<file path="src/rtl/ad9363_spi_ctrl_pkg.sv">
// AD9363 SPI controller shared types.
// Holds the FSM state, instruction field positions and the frame builder.
package ad9363_pkg;

  typedef enum logic [2:0] {
    IDLE,
    SETUP,
    SHIFT,
    HOLD,
    GAP
  } state_t;

  localparam int FRAME_W  = 24;
  localparam int RW_BIT   = 15;
  localparam int BC_MSB   = 14;
  localparam int BC_LSB   = 12;
  localparam int ADDR_MSB = 9;
  localparam int ADDR_LSB = 0;

  function automatic logic [FRAME_W-1:0] build_frame(
    input logic       wr,
    input logic [9:0] addr,
    input logic [7:0] wdata
  );
    logic [15:0] instr;
    instr = '0;
    instr[RW_BIT] = wr;
    instr[BC_MSB:BC_LSB] = 3'b000;
    instr[ADDR_MSB:ADDR_LSB] = addr;
    return {instr, wr ? wdata : 8'h00};
  endfunction

endpackage

</file>
<file path="src/rtl/ad9363_spi_ctrl_if.sv">
// Command / response handshake bundle of the AD9363 SPI controller.
// master drives commands and consumes responses; slave is the controller.
interface ad9363_spi_ctrl_if;

  logic       cmd_valid;
  logic       cmd_ready;
  logic       cmd_write;
  logic [9:0] cmd_addr;
  logic [7:0] cmd_wdata;
  logic       rsp_valid;
  logic       rsp_ready;
  logic [7:0] rsp_rdata;

  modport master (
    output cmd_valid, cmd_write, cmd_addr, cmd_wdata,
    output rsp_ready,
    input  cmd_ready, rsp_valid, rsp_rdata
  );

  modport slave (
    input  cmd_valid, cmd_write, cmd_addr, cmd_wdata,
    input  rsp_ready,
    output cmd_ready, rsp_valid, rsp_rdata
  );

endinterface

</file>
<file path="src/rtl/ad9363_spi_ctrl.sv">
// AD9363 register-access SPI master: one 24-bit frame per command.
// Divider, bit counter, shift register and FSM share one clocked block.
module ad9363_spi_ctrl
  import ad9363_pkg::*;
#(
  parameter int CLK_DIV = 4
) (
  input  logic             clk,
  input  logic             rst_n,
  ad9363_spi_ctrl_if.slave bus,
  output logic             spi_csn,
  output logic             spi_sclk,
  output logic             spi_mosi,
  input  logic             spi_miso,
  output logic             busy
);

  if (CLK_DIV < 2) begin : g_div_chk
    $error("CLK_DIV must be at least 2");
  end

  localparam int DW = $clog2(CLK_DIV);
  localparam logic [DW-1:0] DIV_MAX = DW'(CLK_DIV - 1);

  logic [1:0]         rst_sync;
  logic               rst_i;
  state_t             state;
  logic [DW-1:0]      div_cnt;
  logic [4:0]         bit_cnt;
  logic [FRAME_W-1:0] shreg;
  logic [FRAME_W-1:0] frame_nxt;
  logic [7:0]         rx;
  logic               wr_q;
  logic               rv_q;
  logic [7:0]         rd_q;
  logic               div_end;
  logic               cmd_ready;

  // Assert asynchronously, release two clocks later.
  always_ff @(posedge clk or negedge rst_n) begin
    if (!rst_n) rst_sync <= 2'b00;
    else        rst_sync <= {rst_sync[0], 1'b1};
  end

  assign rst_i     = rst_sync[1];
  assign div_end   = (div_cnt == DIV_MAX);
  assign cmd_ready = (state == IDLE) && !rv_q;
  assign frame_nxt = build_frame(bus.cmd_write,
                                 bus.cmd_addr,
                                 bus.cmd_wdata);

  assign bus.cmd_ready = cmd_ready;
  assign bus.rsp_valid = rv_q;
  assign bus.rsp_rdata = rd_q;
  assign spi_mosi      = shreg[FRAME_W-1];
  assign busy          = (state != IDLE);

  always_ff @(posedge clk or negedge rst_i) begin
    if (!rst_i) begin
      state    <= IDLE;
      div_cnt  <= '0;
      bit_cnt  <= '0;
      shreg    <= '0;
      rx       <= '0;
      wr_q     <= 1'b0;
      spi_csn  <= 1'b1;
      spi_sclk <= 1'b0;
      rv_q     <= 1'b0;
      rd_q     <= '0;
    end else begin
      if (rv_q && bus.rsp_ready) rv_q <= 1'b0;
      unique case (state)
        IDLE: begin
          if (bus.cmd_valid && cmd_ready) begin
            shreg   <= frame_nxt;
            wr_q    <= bus.cmd_write;
            rx      <= '0;
            div_cnt <= '0;
            bit_cnt <= '0;
            spi_csn <= 1'b0;
            state   <= SETUP;
          end
        end
        SETUP: begin
          if (div_end) begin
            div_cnt <= '0;
            state   <= SHIFT;
          end else begin
            div_cnt <= div_cnt + 1'b1;
          end
        end
        SHIFT: begin
          if (!div_end) begin
            div_cnt <= div_cnt + 1'b1;
          end else begin
            div_cnt <= '0;
            if (!spi_sclk) begin
              spi_sclk <= 1'b1;
              // Only the data byte (periods 17..24) carries readback.
              if (bit_cnt >= 5'd16) rx <= {rx[6:0], spi_miso};
            end else begin
              spi_sclk <= 1'b0;
              if (bit_cnt == 5'd23) begin
                state <= HOLD;
              end else begin
                bit_cnt <= bit_cnt + 1'b1;
                shreg   <= {shreg[FRAME_W-2:0], 1'b0};
              end
            end
          end
        end
        HOLD: begin
          if (div_end) begin
            div_cnt <= '0;
            spi_csn <= 1'b1;
            state   <= GAP;
          end else begin
            div_cnt <= div_cnt + 1'b1;
          end
        end
        GAP: begin
          if (div_end) begin
            div_cnt <= '0;
            rv_q    <= 1'b1;
            rd_q    <= wr_q ? 8'h00 : rx;
            state   <= IDLE;
          end else begin
            div_cnt <= div_cnt + 1'b1;
          end
        end
        default: state <= IDLE;
      endcase
    end
  end

endmodule

</file>
<file path="src/flat_wrapper.sv">
// flat-port wrapper written by rule: the top's interface ports become plain ports
module ad9363_spi_ctrl_flat import ad9363_pkg::*;
#(
  parameter int CLK_DIV = 4
)
  (clk, rst_n, spi_csn, spi_sclk, spi_mosi, spi_miso, busy, bus_cmd_valid, bus_cmd_write, bus_cmd_addr, bus_cmd_wdata, bus_rsp_ready, bus_cmd_ready, bus_rsp_valid, bus_rsp_rdata);
  ad9363_spi_ctrl_if bus_i ();
  input  logic clk;
  input  logic rst_n;
  output logic spi_csn;
  output logic spi_sclk;
  output logic spi_mosi;
  input  logic spi_miso;
  output logic busy;
  input wire logic [$bits(bus_i.cmd_valid)-1:0] bus_cmd_valid;
  input wire logic [$bits(bus_i.cmd_write)-1:0] bus_cmd_write;
  input wire logic [$bits(bus_i.cmd_addr)-1:0] bus_cmd_addr;
  input wire logic [$bits(bus_i.cmd_wdata)-1:0] bus_cmd_wdata;
  input wire logic [$bits(bus_i.rsp_ready)-1:0] bus_rsp_ready;
  output wire logic [$bits(bus_i.cmd_ready)-1:0] bus_cmd_ready;
  output wire logic [$bits(bus_i.rsp_valid)-1:0] bus_rsp_valid;
  output wire logic [$bits(bus_i.rsp_rdata)-1:0] bus_rsp_rdata;
  assign bus_i.cmd_valid = bus_cmd_valid;
  assign bus_i.cmd_write = bus_cmd_write;
  assign bus_i.cmd_addr = bus_cmd_addr;
  assign bus_i.cmd_wdata = bus_cmd_wdata;
  assign bus_i.rsp_ready = bus_rsp_ready;
  assign bus_cmd_ready = bus_i.cmd_ready;
  assign bus_rsp_valid = bus_i.rsp_valid;
  assign bus_rsp_rdata = bus_i.rsp_rdata;
  ad9363_spi_ctrl #(.CLK_DIV(CLK_DIV)) u_core (.clk(clk), .rst_n(rst_n), .bus(bus_i), .spi_csn(spi_csn), .spi_sclk(spi_sclk), .spi_mosi(spi_mosi), .spi_miso(spi_miso), .busy(busy));
endmodule
</file>
<file path="config.mk">
export PLATFORM = sky130hd
export DESIGN_NAME = ad9363_spi_ctrl_flat
export DESIGN_NICKNAME = d
export VERILOG_FILES = /design/src/rtl/ad9363_spi_ctrl_pkg.sv /design/src/rtl/ad9363_spi_ctrl_if.sv /design/src/rtl/ad9363_spi_ctrl.sv /design/src/flat_wrapper.sv
export SDC_FILE = /design/constraint.sdc
export NUM_CORES = 1
export LEC_CHECK = 0
export BUFFER_PORTS_ARGS = -buffer_cell sky130_fd_sc_hd__buf_2
export CAP_MARGIN = 20
export CELL_PAD_IN_SITES_DETAIL_PLACEMENT = 1
export CELL_PAD_IN_SITES_GLOBAL_PLACEMENT = 2
export CORE_MARGIN = 8
export CORE_UTILIZATION = 40
export DETAILED_ROUTE_END_ITERATION = 10
export HOLD_SLACK_MARGIN = 0.08
export PLACE_DENSITY = 0.92
export SYNTH_ARGS = -nofsm -noshare
export SYNTH_HDL_FRONTEND = slang
export SYNTH_SLANG_ARGS = --single-unit
</file>
<file path="constraint.sdc">
create_clock -name clk -period 3.3 [get_ports clk]
set_clock_uncertainty 0.2 [all_clocks]
set_input_delay 0.165 -clock clk [delete_from_list [all_inputs] [get_ports clk]]
set_output_delay 0.165 -clock clk [all_outputs]
set_load 0.01 [all_outputs]
</file>
## Word level (Yosys, flattened, before mapping)

Cells that the tools add are included.

| cells by class | value |
|---|---|
| add/subtract/negate cells | 2 |
| magnitude comparators | 1 |
| equal/unequal tests | 16 |
| multiplexer cells | 35 |
| reductions and logical operators | 18 |

Operator list:

| operator | number |
|---|---|
| $mux W24 | 4 |
| $mux W8 | 6 |
| $pmux W24 S2 | 1 |
| $mux W3 | 7 |
| $mux W5 | 4 |
| $pmux W8 S2 | 1 |
| $pmux W3 S5 | 1 |
| $ne A2 B1 Y1 const B | 7 |
| $pmux W5 S2 | 1 |
| $reduce_and A5 Y1 | 2 |
| $reduce_and A2 Y1 | 4 |
| $reduce_and A7 Y1 | 1 |
| $eq A3 B2 Y1 const B | 2 |
| $mux W1 | 6 |
| $ne A2 B2 Y1 const B | 3 |
| $reduce_bool A2 Y1 | 3 |
| $add A5 B1 Y5 const B | 1 |
| $eq A5 B5 Y1 const B | 1 |
| $ge A5 B5 Y1 const B | 1 |
| $mux W2 | 2 |
| $pmux W2 S2 | 1 |
| $reduce_or A4 Y1 | 1 |
| $eq A3 B1 Y1 const B | 1 |
| $eq A3 B3 Y1 const B | 1 |
| other kinds (8) | 10 |

| word-level totals | value |
|---|---|
| register bits after elaboration | 56 |
| input port bits | 24 |
| output and inout bits | 14 |
| word-level logic and storage cells | 83 |

## Depth between registers and ports, before layout

Gate-level depths: netlist of run 1.

| depth | value |
|---|---|
| word-level depth | 5 |
| depth in mapped cells | 8 |
| depth with buffers taken out | 5 |

## Worst setup path before layout of run 1

Ideal clock, no wire load.

| timing | value |
|---|---|
| path type | register to register |
| start | reg u_core.div_cnt[0] |
| end | reg u_core.shreg[11] |
| setup time | 0.125 ns |
| arrival time | 1.826 ns |
| required time | 2.975 ns |
| slack | 1.149 ns |
| stages on the path, launching flop included | 9 |
| path buffers | 3 |
| clock period less this slack | 2.151 ns |
| cells stage by stage | dfrtp_1 ha_1 buf_4 and2_0 clkbuf_1 nor2_4 nor3_4 buf_6 mux2_4 |

| between the ends | value |
|---|---|
| cells in the longest elaborated chain, start to end | 3 |

RTL lines:

| item | RTL line | source |
|---|---|---|
| start: declaration | ad9363_spi_ctrl.sv:28 | `logic [DW-1:0] div_cnt;` |
| start signal: assignment | ad9363_spi_ctrl.sv:89 | `div_cnt <= div_cnt + 1'b1;` |
| start signal: assignment | ad9363_spi_ctrl.sv:94 | `div_cnt <= div_cnt + 1'b1;` |
| start signal: assignment | ad9363_spi_ctrl.sv:118 | `div_cnt <= div_cnt + 1'b1;` |
| $eq A2 B2 Y1 | ad9363_spi_ctrl.sv:46 | `assign div_end = (div_cnt == DIV_MAX);` |
| $ne A2 B1 Y1 (no line) | -- |  |
| $reduce_and A5 Y1 (no line) | -- |  |
| end signal: assignment | ad9363_spi_ctrl.sv:75 | `shreg <= frame_nxt;` |
| end signal: assignment | ad9363_spi_ctrl.sv:107 | `shreg <= {shreg[FRAME_W-2:0], 1'b0};` |
| end: declaration | ad9363_spi_ctrl.sv:30 | `logic [FRAME_W-1:0] shreg;` |

Every way passes these cells.
A chain may end at the register's enable or synchronous reset.

## Worst setup path in the final report of run 1

| timing | value |
|---|---|
| start | reg u_core.div_cnt[0] |
| end | reg u_core.shreg[8] |

Same word-level chain as after synthesis.

==> results of run 1 <==
==> cells in the final DEF (no fill, tap or decap), types with 2 or more instances in the layout <==
cell | Yosys | final
a211oi_1 | 2 | 2
a21oi_1 | 13 | 13
a31oi_1 | 2 | 2
and3_1 | 8 | 8
buf_2 | 2 | 37
buf_4 | 3 | 4
clkbuf_8 | 0 | 5
dfrtp_1 | 55 | 54
dlygate4sd3_1 | 0 | 23
ha_1 | 2 | 2
inv_1 | 25 | 25
mux2_2 | 11 | 11
mux2_4 | 12 | 12
mux2i_1 | 21 | 21
nand2_1 | 33 | 33
nand3_1 | 3 | 3
nand3b_1 | 2 | 2
nand4_1 | 2 | 2
nor2_1 | 9 | 9
nor2b_1 | 2 | 2
nor3_1 | 2 | 2
o21ai_0 | 7 | 7
o31ai_1 | 9 | 9
==> per-stage QoR <==
stage / power (mW) / hold slack (ns) / std cells
2_1_floorplan: 0.7151 / -0.3306 / 251
3_3_place_gp: 0.7358 / -0.2499 / 357
3_5_place_dp: 0.7370 / -0.2482 / 357
4_1_cts: 1.217 / 0.08301 / 388
5_1_grt: 1.239 / 0.1034 / 388
6_report: 1.195 / 0.05766 / 388
==> kinds of logic after synthesis <==
kind of cell    synth area share
simple gates              0.1229
flops                     0.5142
mux                       0.1885
buf+inv                  0.07247
compound gates           0.08486
fa+ha+maj               0.009173
xor+xnor                0.006423
other cells             0.001375
==> per-layer routing <==
metal	GRT usage	routed length, um	up-vias
li1	-	-	954
met1	0.1517	2621	954
met5	0	0	-
met2	0.2025	2758	35
met3	0.03735	313	4
met4	0.03896	60	0
==> Yosys cell counts <==
library cell and count:
nand2_1 33, a221oi_1 1, dfstp_2 1, or4_1 1, or2_2 1, xnor2_1 1
nor2_4 1, inv_1 25, mux2i_1 21, ha_1 2, nand4_1 2, nor3_1 2
clkbuf_1 5, buf_6 3, nand3_1 3, or3b_1 1, nor2_1 9, mux2_2 11
o31ai_1 9, mux2_4 12, a21oi_1 13, o21ai_0 7, buf_1 1, buf_2 2
a31oi_1 2, buf_8 1, dfrtp_1 55, xor2_1 1, o22ai_1 1, a21o_1 1
nor2b_1 2, a211oi_1 2, buf_4 3, and3_1 8, nor3_4 1, o21ai_1 1
conb_1 1, nand2b_1 1, o32ai_1 1, nand3b_1 2, and2_0 1
==> critical path, cell delays in order, from the launching register on <==
cell and delay, ns:
dfrtp_1 0.42, ha_1 0.37, and2_0 0.40, nor2_4 0.05
nor3_4 0.10, buf_4 0.41, mux2_2 0.40
==> worst max path at each step <==
stage	start	end	slack [ns]	depth (start not counted)
after global routing	u_core.div_cnt[0]	u_core.shreg[8]	0.70	6
after floorplan	u_core.div_cnt[0]	u_core.shreg[11]	1.15	8
after detailed placement	u_core.div_cnt[0]	u_core.shreg[9]	0.85	6
after global placement	u_core.div_cnt[0]	u_core.shreg[0]	0.92	6
after CTS	u_core.div_cnt[0]	u_core.shreg[9]	0.83	6
final	u_core.div_cnt[0]	u_core.shreg[8]	0.84	6
==> timing repair <==
| action | 4_1_cts | 5_1_grt |
|---|---|---|
| endpoints found under the hold margin | 23 | 0 |
| hold buffers | 23 | 0 |
| endpoints found under the setup margin | 0 | 0 |
==> final cells by class <==
type | instances | area (um2)
clock buffer | 6 | 72.57
clock inverter | 2 | 38.79
fill | 724 | 3400
inverter | 25 | 93.84
multi-input combinational | 155 | 1127
sequential | 56 | 1404
tap | 80 | 100.1
timing repair buffer | 64 | 445.4
==> report_power, final <==
| group | switching [mW] | leakage, nW | total, mW | internal (mW) |
|---|---|---|---|---|
| Clock | 0.221 | 0.0558 | 0.450 | 0.230 |
| Sequential | 0.00636 | 0.671 | 0.695 | 0.688 |
| Combinational | 0.0200 | 0.846 | 0.0495 | 0.0295 |
| Total | 0.247 | 1.57 | 1.19 | 0.947 |
==> state kept, by name (all words and copies together) (netlist names) <==
signal / cells
u_core.wr_q: 1
u_core.rx: 8
u_core.bus.rsp_rdata: 8
u_core.state: 3
u_core.shreg: 24
u_core.spi_sclk: 1
u_core.spi_csn: 1
u_core.rst_sync: 2
u_core.bus.rsp_valid: 1
u_core.bit_cnt: 5
u_core.div_cnt: 2
==> metrics.md, run 1 <==
| Metric | Value |
|---|---|
| Num ports | 38 |
| R2r worst-path depth | 6 |
| Synth Warn # | 0 |
| Post-cts gate resize count | 0 |
| Synth Net Count | between 200 and 300 |
| R2r setup slk | roughly 0.84 ns |
| Vias in the first global route | 2046 |
| Die width | about 99 um |
| Max Freq | between 400 and 500 MHz |
| Residual DRC | 0 |
| Share of layout cells above drive strength 1 | 0.2468 |
| DR vias | between 1500 and 2000 |
| First-pass GRT wire length | approximately 10 mm |
| GRT overflow | 0 |
| Initial antenna violation count | 0 |
| Yosys top cell area share | 0.5046 |
| Fin. Hold Viols | 0 |
| Rows | 30 |
| TritonCTS clock tree | yes |
| Final design utilization | 0.4912 |
| Final setup fails | 0 |
| Status | complete, no violations |
| Max_cap viols | 0 |
| Critical path launch point type | register |
| Setup CP Type | register to register |
| Die ar. | 0.009717 mm2 |
| Endpoint class of the critical path | register |
| Fin nets | ~330 |
| Clk pin slew, worst setup/hold paths | 0.10 ns |
| CTS root buffer | clkbuf_8 |
| RePlAce Congestion | around 0.76 |
| Pwr per Cell Area | between 300 and 400 mW/mm2 |
| WP data arrival | 2.46 ns |
| Worst-margin pin slew | between 0.7 and 0.8 ns |
| Unrepaired setup endpoints after global routing | no |
| Design Area, Final | 0.003282 mm2 |
| Worst Path Max Fanout | 26 |
| Cell Area, Synth | 0.002728 mm2 |
| TNS Setup | 0 ns |
| Reg2reg end | u_core.shreg[8] |
| Fin crit share | 0.7451 |
| Largest net degree at the start of global routing | 32 |
| Initial Utilization | 0.4082 |
| Area grow syn2layout | 20.32% |
| Reg-to-Reg Start | u_core.div_cnt[0] |
| Pleak | around 1.6 nW |
| HP Class | register to async pin |
| Area after DPL | about 0.003 mm2 |
| Final setup margin | 0.8413 ns |
| DR iter-0 viols | 66 |
| Post-Syn Area per Cell | 10.87 um2 |
| Post-route antenna net violation count | 0 |
| GRT Util Overall | 0.1235 |
| Synth area leaders | dfrtp_1 (50%), mux2i_1 (7.7%), mux2_4 (6.6%) |
| Final HPWL DP | 3.700 mm |
| 1st-pass router iterations | 4 |
| Clock Latency Late Sink | 0.31 ns |
| Min Tclk post-route | between 2 and 2.5 ns |
| Mapped Cells | ~250 |
| Die height | 98.58 um |
| # diodes | 0 |
| Post-CTS setup buffer count | 0 |
| Yosys cell types | 41 |
| Vias/cell | 5.018 |
| CTS Buffer Depth | 2 |
| WL final | roughly 5.8 mm |
| CTS Sinks | 56 |
| Req. time, crit path | ~3.3 ns |
| Sequential element share of the synthesized area | 0.5142 |
| Max IR drop VDD | 173.3 uV |
| Core ar. | ~0.0067 mm2 |
| Pre-CTS setup slack | about 0.85 ns |
| Fin. max-slew vios | 0 |
| Port bufs | 37 |
| H-tree levels | 2 |
| Max-slew headroom at the worst pin | 0.5045 |
| CTS Buf Count | 5 |
| Synthesized flop and latch total | 56 |
| WL/cell | between 10 and 15 um |
| Most area-hungry cell type in the Yosys netlist | dfrtp_1 |
Power figures use the tool's default switching activity.
==> inputs of run 2 (changes only) <==
--- a/config.mk
+++ b/config.mk
@@ -10,10 +10,10 @@
 export CELL_PAD_IN_SITES_DETAIL_PLACEMENT = 1
 export CELL_PAD_IN_SITES_GLOBAL_PLACEMENT = 2
 export CORE_MARGIN = 8
-export CORE_UTILIZATION = 40
+export CORE_UTILIZATION = 37
 export DETAILED_ROUTE_END_ITERATION = 10
 export HOLD_SLACK_MARGIN = 0.08
-export PLACE_DENSITY = 0.92
+export PLACE_DENSITY = 0.87
 export SYNTH_ARGS = -nofsm -noshare
 export SYNTH_HDL_FRONTEND = slang
 export SYNTH_SLANG_ARGS = --single-unit
==> constraint.sdc (replaced) <==
create_clock -name clk -period 2.4 [get_ports clk]
set_clock_uncertainty 0.2 [all_clocks]
set_input_delay 0.12 -clock clk [delete_from_list [all_inputs] [get_ports clk]]
set_output_delay 0.12 -clock clk [all_outputs]
set_load 0.01 [all_outputs]
==> run 2 against run 1 <==
- power is 32% higher
- core utilization is 1.8 points lower
- routed wire length is 2.2% higher
- global-route usage hardly changed
- hold slack better by 0.11 ns
- clock power is 23% higher
- final cell count is 8.0% higher
- sequential cell count stayed put
- maximum frequency is 18% higher
- setup slack worse by 0.52 ns
- die area is 6.8% higher
- critical path depth is 1 higher
==> metrics.md, run 2 (synthesis results as in run 1) <==
| Metric | Value |
|---|---|
| Pwr Total | 1.583 mW (was 1.195 mW) |
| Post-CTS setup buffer count | 0 (unchanged) |
| Worst path bufs/invs | 2 (was 1) |
| Rows | 31 (was 30) |
| Worst Path Max Fanout | 26 (unchanged) |
| FF/Latch Area | 0.001404 mm2 (unchanged) |
| Final HPWL DP | 4.169 mm (was 3.700 mm) |
| Worst-margin pin slew | 0.5183 ns (was 0.7376 ns) |
| TNS Setup | 0 ns (unchanged) |
| Critical path launch point type | register (unchanged) |
| Max-slew headroom at the worst pin | 0.6533 (was 0.5045) |
| Max Freq | 480.9 MHz (was 406.7 MHz) |
| Footprint of the multi-input gates | 0.001127 mm2 (unchanged) |
| CTS Buffer Depth | 2 (unchanged) |
| WP data arrival | 2.08 ns (was 2.46 ns) |
| Clock Latency Late Sink | 0.31 ns (about the same) |
| CTS root buffer | clkbuf_8 (unchanged) |
| Area grow syn2layout | 25.28% (was 20.32%) |
| Final setup fails | 0 (unchanged) |
| Post-cts gate resize count | 0 (unchanged) |
| WL final | 5.878 mm (was 5.754 mm) |
| CTS Buf Count | 5 (unchanged) |
| Largest net degree at the start of global routing | 35 (was 32) |
| GRT Util Overall | 0.1235 (about the same) |
| Unrepaired setup endpoints after global routing | no (unchanged) |
| CTS Sinks | 56 (unchanged) |
| Die height | 101.9 um (was 98.58 um) |
| WL/cell | 14.03 um (was 14.83 um) |
| Post-route antenna net violation count | 0 (unchanged) |
| Most flop-heavy register | u_core.shreg (unchanged) |
| HP Class | register to register (was register to async pin) |
| Vias in the first global route | 2161 (was 2046) |
| Fin crit share | 0.8665 (was 0.7451) |
| Core ar. | 0.007214 mm2 (was 0.006681 mm2) |
| Setup CP Type | register to register (unchanged) |
| Number of flip-flops in the largest register | 24 (unchanged) |
| Pleak | 1.634 nW (was 1.573 nW) |
| DR iter-0 viols | 43 (was 66) |
| # diodes | 0 (unchanged) |
| CP Cell Sequence | ha_1, nand2_1, nor3_1, buf_4, nor3_4, buf_12, mux2_2 (was ha_1, and2_0, nor2_4, nor3_4, buf_4, mux2_2) |
| Die ar. | 0.01038 mm2 (was 0.009717 mm2) |
| Initial Utilization | 0.3781 (was 0.4082) |
| Share of layout cells above drive strength 1 | 0.2656 (was 0.2468) |
| Status | complete, no violations (unchanged) |
| Hold buffer count at cts | 26 (was 23) |
| Fillers | 818 (was 724) |
| Crit-path max cell delay | 0.42 ns (about the same) |
| Fin nets | 345 (was 333) |
| Crit path max-delay family | flip-flops (was simple AND/OR/NAND/NOR gates) |
| Cells after DPL | 385 (was 357) |
| Vias/cell | 4.800 (was 5.018) |
| Port bufs | 37 (unchanged) |
| Residual DRC | 0 (unchanged) |
| GRT overflow | 0 (unchanged) |
| Clk pin slew, worst setup/hold paths | 0.10 ns (about the same) |
| Max IR drop VDD | 253.7 uV (was 173.3 uV) |
| Finished Layout Cells | 419 (was 388) |
| Final hold slack | 0.1653 ns (was 0.05766 ns) |
| Endpoint class of the critical path | register (unchanged) |
| First-pass GRT wire length | 10.19 mm (was 9.942 mm) |
| Pwr per Cell Area | 463.2 mW/mm2 (was 364.0 mW/mm2) |
| 1st-pass router iterations | 4 (unchanged) |
| Leading cell type in the layout, fill and taps excluded | dfrtp_1 (unchanged) |
| Initial antenna violation count | 0 (unchanged) |
| RePlAce Congestion | 0.7591 (was 0.7635) |
| DR vias | 2011 (was 1947) |
| Req. time, crit path | 2.40 ns (was 3.30 ns) |
| H-tree levels | 2 (unchanged) |
| Die width | 101.9 um (was 98.58 um) |
| Fin. max-slew vios | 0 (unchanged) |
| Max_cap viols | 0 (unchanged) |
| CP max stage cell | dfrtp_1 (unchanged) |
| Min Tclk post-route | 2.080 ns (was 2.459 ns) |
| TritonCTS clock tree | yes (unchanged) |
| Num ports | 38 (unchanged) |
| Fin. Hold Viols | 0 (unchanged) |
| Most frequent cells in the layout | dfrtp_1 (54), buf_2 (37), nand2_1 (33) (unchanged) |
-- run 2: cell types whose count changed in the layout (fill, tap and decap cells not counted), sizes merged --
cell	delta
inv	-1
dlygate4sd3	+3
buf	+9
bufinv	-1
clkbuf	+2
-- run 2: cell type report --
type / instances / area share
Sequential cell: 56 / 0.4108
Multi-Input combinational cell: 155 / 0.3299
Timing Repair Buffer: 76 / 0.1662
Tap cell: 99 / 0.03625
Clock buffer: 8 / 0.02929
Inverter: 25 / 0.02746
-- run 2: where the power goes --
group	switching, mW	internal [mW]	leakage, nW	total (mW)
logic	0.0350	0.0472	0.912	0.0822
clock network	0.289	0.264	0.0515	0.553
registers	0.00165	0.946	0.671	0.948
-- run 2: through the flow --
stage	setup slack (ns)	util	area, um2
after global routing	0.2007	0.4736	3417
after floorplan	0.2487	-	2728
after global placement	0.3759	0.4237	3057
after CTS	0.3052	0.4736	3417
final	0.3204	0.4736	3417
after detailed placement	0.3175	0.4237	3057
-- run 2: path summary, 6_finish.rpt --
kind / startpoint / to / slack, ns / cells past startpoint
setup / recovery: u_core.bit_cnt[0] / u_core.shreg[8] / 0.32 / 7
max in group asynchronous: u_core.rst_sync[1] / u_core.shreg[13] / 1.05 / 1
hold reg to reg: u_core.rst_sync[0] / u_core.rst_sync[1] / 0.17 / 0
hold / removal: u_core.rst_sync[0] / u_core.rst_sync[1] / 0.17 / 0
min in group asynchronous: rst_n / u_core.rst_sync[1] / 0.44 / 3
setup reg to reg: u_core.bit_cnt[0] / u_core.shreg[8] / 0.32 / 7
-- run 2: per-layer routing --
| layer | global-route usage | part of all wire | vias up |
|---|---|---|---|
| li1 | - | - | 980 |
| met1 | 0.1458 | 0.43 | 982 |
| met2 | 0.2138 | 0.50 | 41 |
| met3 | 0.03134 | 0.052 | 8 |
| met4 | 0.04063 | 0.014 | 0 |
| met5 | 0 | 0 | - |
==> inputs of run 3 (changes only) <==
--- a/config.mk
+++ b/config.mk
@@ -11,6 +11,7 @@
 export CELL_PAD_IN_SITES_GLOBAL_PLACEMENT = 2
 export CORE_MARGIN = 8
 export CORE_UTILIZATION = 37
+export CTS_BUF_LIST = sky130_fd_sc_hd__clkbuf_4 sky130_fd_sc_hd__clkbuf_8 sky130_fd_sc_hd__clkbuf_16
 export DETAILED_ROUTE_END_ITERATION = 10
 export HOLD_SLACK_MARGIN = 0.08
 export PLACE_DENSITY = 0.87
==> run 3 against run 2 <==
- global-route usage stayed put
- critical endpoint unchanged
- maximum frequency about the same
- sequential share of layout area about the same
- power is 0.69% higher
- combinational power about the same
- via count is essentially flat
- critical path depth unchanged
- routed wire length about the same
- register-to-register slack barely moved
- largest cell class unchanged
- first-iteration DRC count fell by 7.0%
- design area is 0.11% higher
- clock power grew 2%
==> metrics.md, run 3 (synthesis results as in run 1) <==
| Metric | Value |
|---|---|
| Crit path max-delay family | flip-flops (unchanged) |
| Post-route antenna net violation count | 0 (unchanged) |
| Final HPWL DP | 4.169 mm (unchanged) |
| Start point of the worst hold path | u_core.rst_sync[0] (unchanged) |
| Die ar. | 0.01038 mm2 (unchanged) |
| WP data arrival | 2.08 ns (about the same) |
| CP Cell Sequence | ha_1, nand2_1, nor3_1, buf_4, nor3_4, buf_12, mux2_2 (unchanged) |
| Pre-CTS setup slack | 0.3175 ns (unchanged) |
| Max IR drop VDD | 253.5 uV (was 253.7 uV) |
| CTS root buffer | clkbuf_8 (unchanged) |
| Req. time, crit path | 2.40 ns (about the same) |
| Initial antenna violation count | 0 (unchanged) |
| Final setup fails | 0 (unchanged) |
| Core ar. | 0.007214 mm2 (unchanged) |
| Clk pin slew, worst setup/hold paths | 0.10 ns (about the same) |
| # diodes | 0 (unchanged) |
| First-pass GRT wire length | 10.19 mm (unchanged) |
| Initial Utilization | 0.3781 (unchanged) |
| Setup CP Type | register to register (unchanged) |
| Fin nets | 345 (unchanged) |
| Hold endpoint | u_core.rst_sync[1] (unchanged) |
| RePlAce Congestion | 0.7591 (unchanged) |
| Fin crit share | 0.8660 (was 0.8665) |
| WL final | 5.882 mm (was 5.878 mm) |
| Clock Power Share | 0.354 (was 0.349) |
| Final setup margin | 0.3215 ns (was 0.3204 ns) |
| Max Freq | 481.1 MHz (was 480.9 MHz) |
| Vias in the first global route | 2161 (unchanged) |
| Final design utilization | 0.4742 (was 0.4736) |
| Critical path launch point type | register (unchanged) |
| Sw Pwr | 324.8 uW (was 325.2 uW) |
| CTS Buffer Depth | 2 (unchanged) |
| DR vias | 2009 (was 2011) |
| WL/cell | 14.04 um (was 14.03 um) |
| Pwr per Cell Area | 465.8 mW/mm2 (was 463.2 mW/mm2) |
| Min Tclk post-route | 2.078 ns (was 2.080 ns) |
| Share of layout cells above drive strength 1 | 0.2688 (was 0.2656) |
| Fin. Hold Viols | 0 (unchanged) |
| GRT Util Overall | 0.1235 (unchanged) |
| R2r worst-path depth | 7 (unchanged) |
| Fin. max-slew vios | 0 (unchanged) |
| Num ports | 38 (unchanged) |
| TNS Setup | 0 ns (unchanged) |
| Most frequent cells in the layout | dfrtp_1 (54), buf_2 (37), nand2_1 (33) (unchanged) |
| Number of flip-flops in the largest register | 24 (unchanged) |
| HP Class | register to register (unchanged) |
| Clock Latency Late Sink | 0.31 ns (about the same) |
| Reg2reg end | u_core.shreg[8] (unchanged) |
| Vias/cell | 4.795 (was 4.800) |
| CTS Buf Count | 5 (unchanged) |
| Int Pwr | 1.269 mW (was 1.257 mW) |
| DR iter-0 viols | 40 (was 43) |
| Final hold slack | 0.1653 ns (about the same) |
| Reg-to-Reg Start | u_core.bit_cnt[0] (unchanged) |
| CP max stage cell | dfrtp_1 (unchanged) |
| R2r setup slk | 0.32 ns (about the same) |
| Largest net degree at the start of global routing | 35 (unchanged) |
| Area grow syn2layout | 25.41% (was 25.28%) |
| Fillers | 818 (unchanged) |
| Seq pwr share | 0.595 (was 0.599) |
| 1st-pass router iterations | 4 (unchanged) |
| Most flop-heavy register | u_core.shreg (unchanged) |
| Max_cap viols | 0 (unchanged) |
| Unrepaired setup endpoints after global routing | no (unchanged) |
| Port bufs | 37 (unchanged) |
| Rows | 31 (unchanged) |
| Pleak | 1.637 nW (was 1.634 nW) |
| Endpoint class of the critical path | register (unchanged) |
| Sw Share | 0.2038 (was 0.2055) |
| TritonCTS clock tree | yes (unchanged) |
| Die height | 101.9 um (unchanged) |
| Max-slew headroom at the worst pin | 0.6535 (was 0.6533) |
| Worst Path Max Fanout | 26 (unchanged) |
| Residual DRC | 0 (unchanged) |
| Worst-margin pin slew | 0.5181 ns (was 0.5183 ns) |
| Crit-path max cell delay | 0.42 ns (about the same) |
| Die width | 101.9 um (unchanged) |
| H-tree levels | 2 (unchanged) |
| CTS Sinks | 56 (unchanged) |
| GRT overflow | 0 (unchanged) |
| Worst path bufs/invs | 2 (unchanged) |
| Comb pwr share | 0.052 (about the same) |
| Leading cell type in the layout, fill and taps excluded | dfrtp_1 (unchanged) |
| Status | complete, no violations (unchanged) |
| Hold depth | 0 (unchanged) |
run 3: cell count changes in the layout (fill, tap and decap cells not counted):
cell / change
clkbuf_4: +1
clkbuf_1: -1
run 3: what timing repair did:
action / in CTS / in global routing
setup buffers: 0 / 0
gates resized for setup: 0 / 0
hold buffers: 26 / 0
endpoints found under the hold margin: 34 / 0
run 3: layout make-up:
class | count | area [um2] | share of cell area
clock buffers | 8 | 103.9 | 0.03036
repair buffers | 76 | 568.0 | 0.1661
multi-input cells | 155 | 1127 | 0.3296
inverters | 25 | 93.84 | 0.02743
well taps | 99 | 123.9 | 0.03621
flip-flops and latches | 56 | 1404 | 0.4104
run 3: power by group through the flow:
stage / clock network (mW) / registers (mW) / logic [mW]
2_1_floorplan: 0 / 0.979 / 0.00464
3_3_place_gp: 0 / 0.973 / 0.0425
3_5_place_dp: 0 / 0.974 / 0.0436
4_1_cts: 0.588 / 0.948 / 0.0837
5_1_grt: 0.626 / 0.949 / 0.0928
6_report: 0.563 / 0.948 / 0.0822
run 3: stage by stage:
step	instances	area [um2]	power (mW)
after floorplan	251	2728	0.9832
after global placement	385	3057	1.016
after detailed placement	385	3057	1.018
after CTS	419	3421	1.620
after global routing	419	3421	1.667
final	419	3421	1.594
run 3: how the worst max path moves through the flow:
stage                                 start  depth (start not counted)               end  slack, ns
after floorplan           u_core.div_cnt[0]                          8  u_core.shreg[11]       0.25
after global placement      u_core.state[0]                          4  u_core.shreg[16]       0.38
after detailed placement  u_core.bit_cnt[0]                          7   u_core.shreg[8]       0.32
after CTS                 u_core.bit_cnt[0]                          7   u_core.shreg[8]       0.31
after global routing      u_core.bit_cnt[0]                          7  u_core.shreg[12]       0.20
final                     u_core.bit_cnt[0]                          7   u_core.shreg[8]       0.32
run 3: metal layers:
| metal | part of all wire | wire length (um) | GRT usage | vias to the layer above |
|---|---|---|---|---|
| met1 | 0.43 | 2526 | 0.1458 | 980 |
| met2 | 0.50 | 2964 | 0.2138 | 41 |
| met5 | 0 | 0 | 0 | - |
| met3 | 0.052 | 308 | 0.03134 | 8 |
| li1 | - | - | - | 980 |
| met4 | 0.014 | 82 | 0.04063 | 0 |
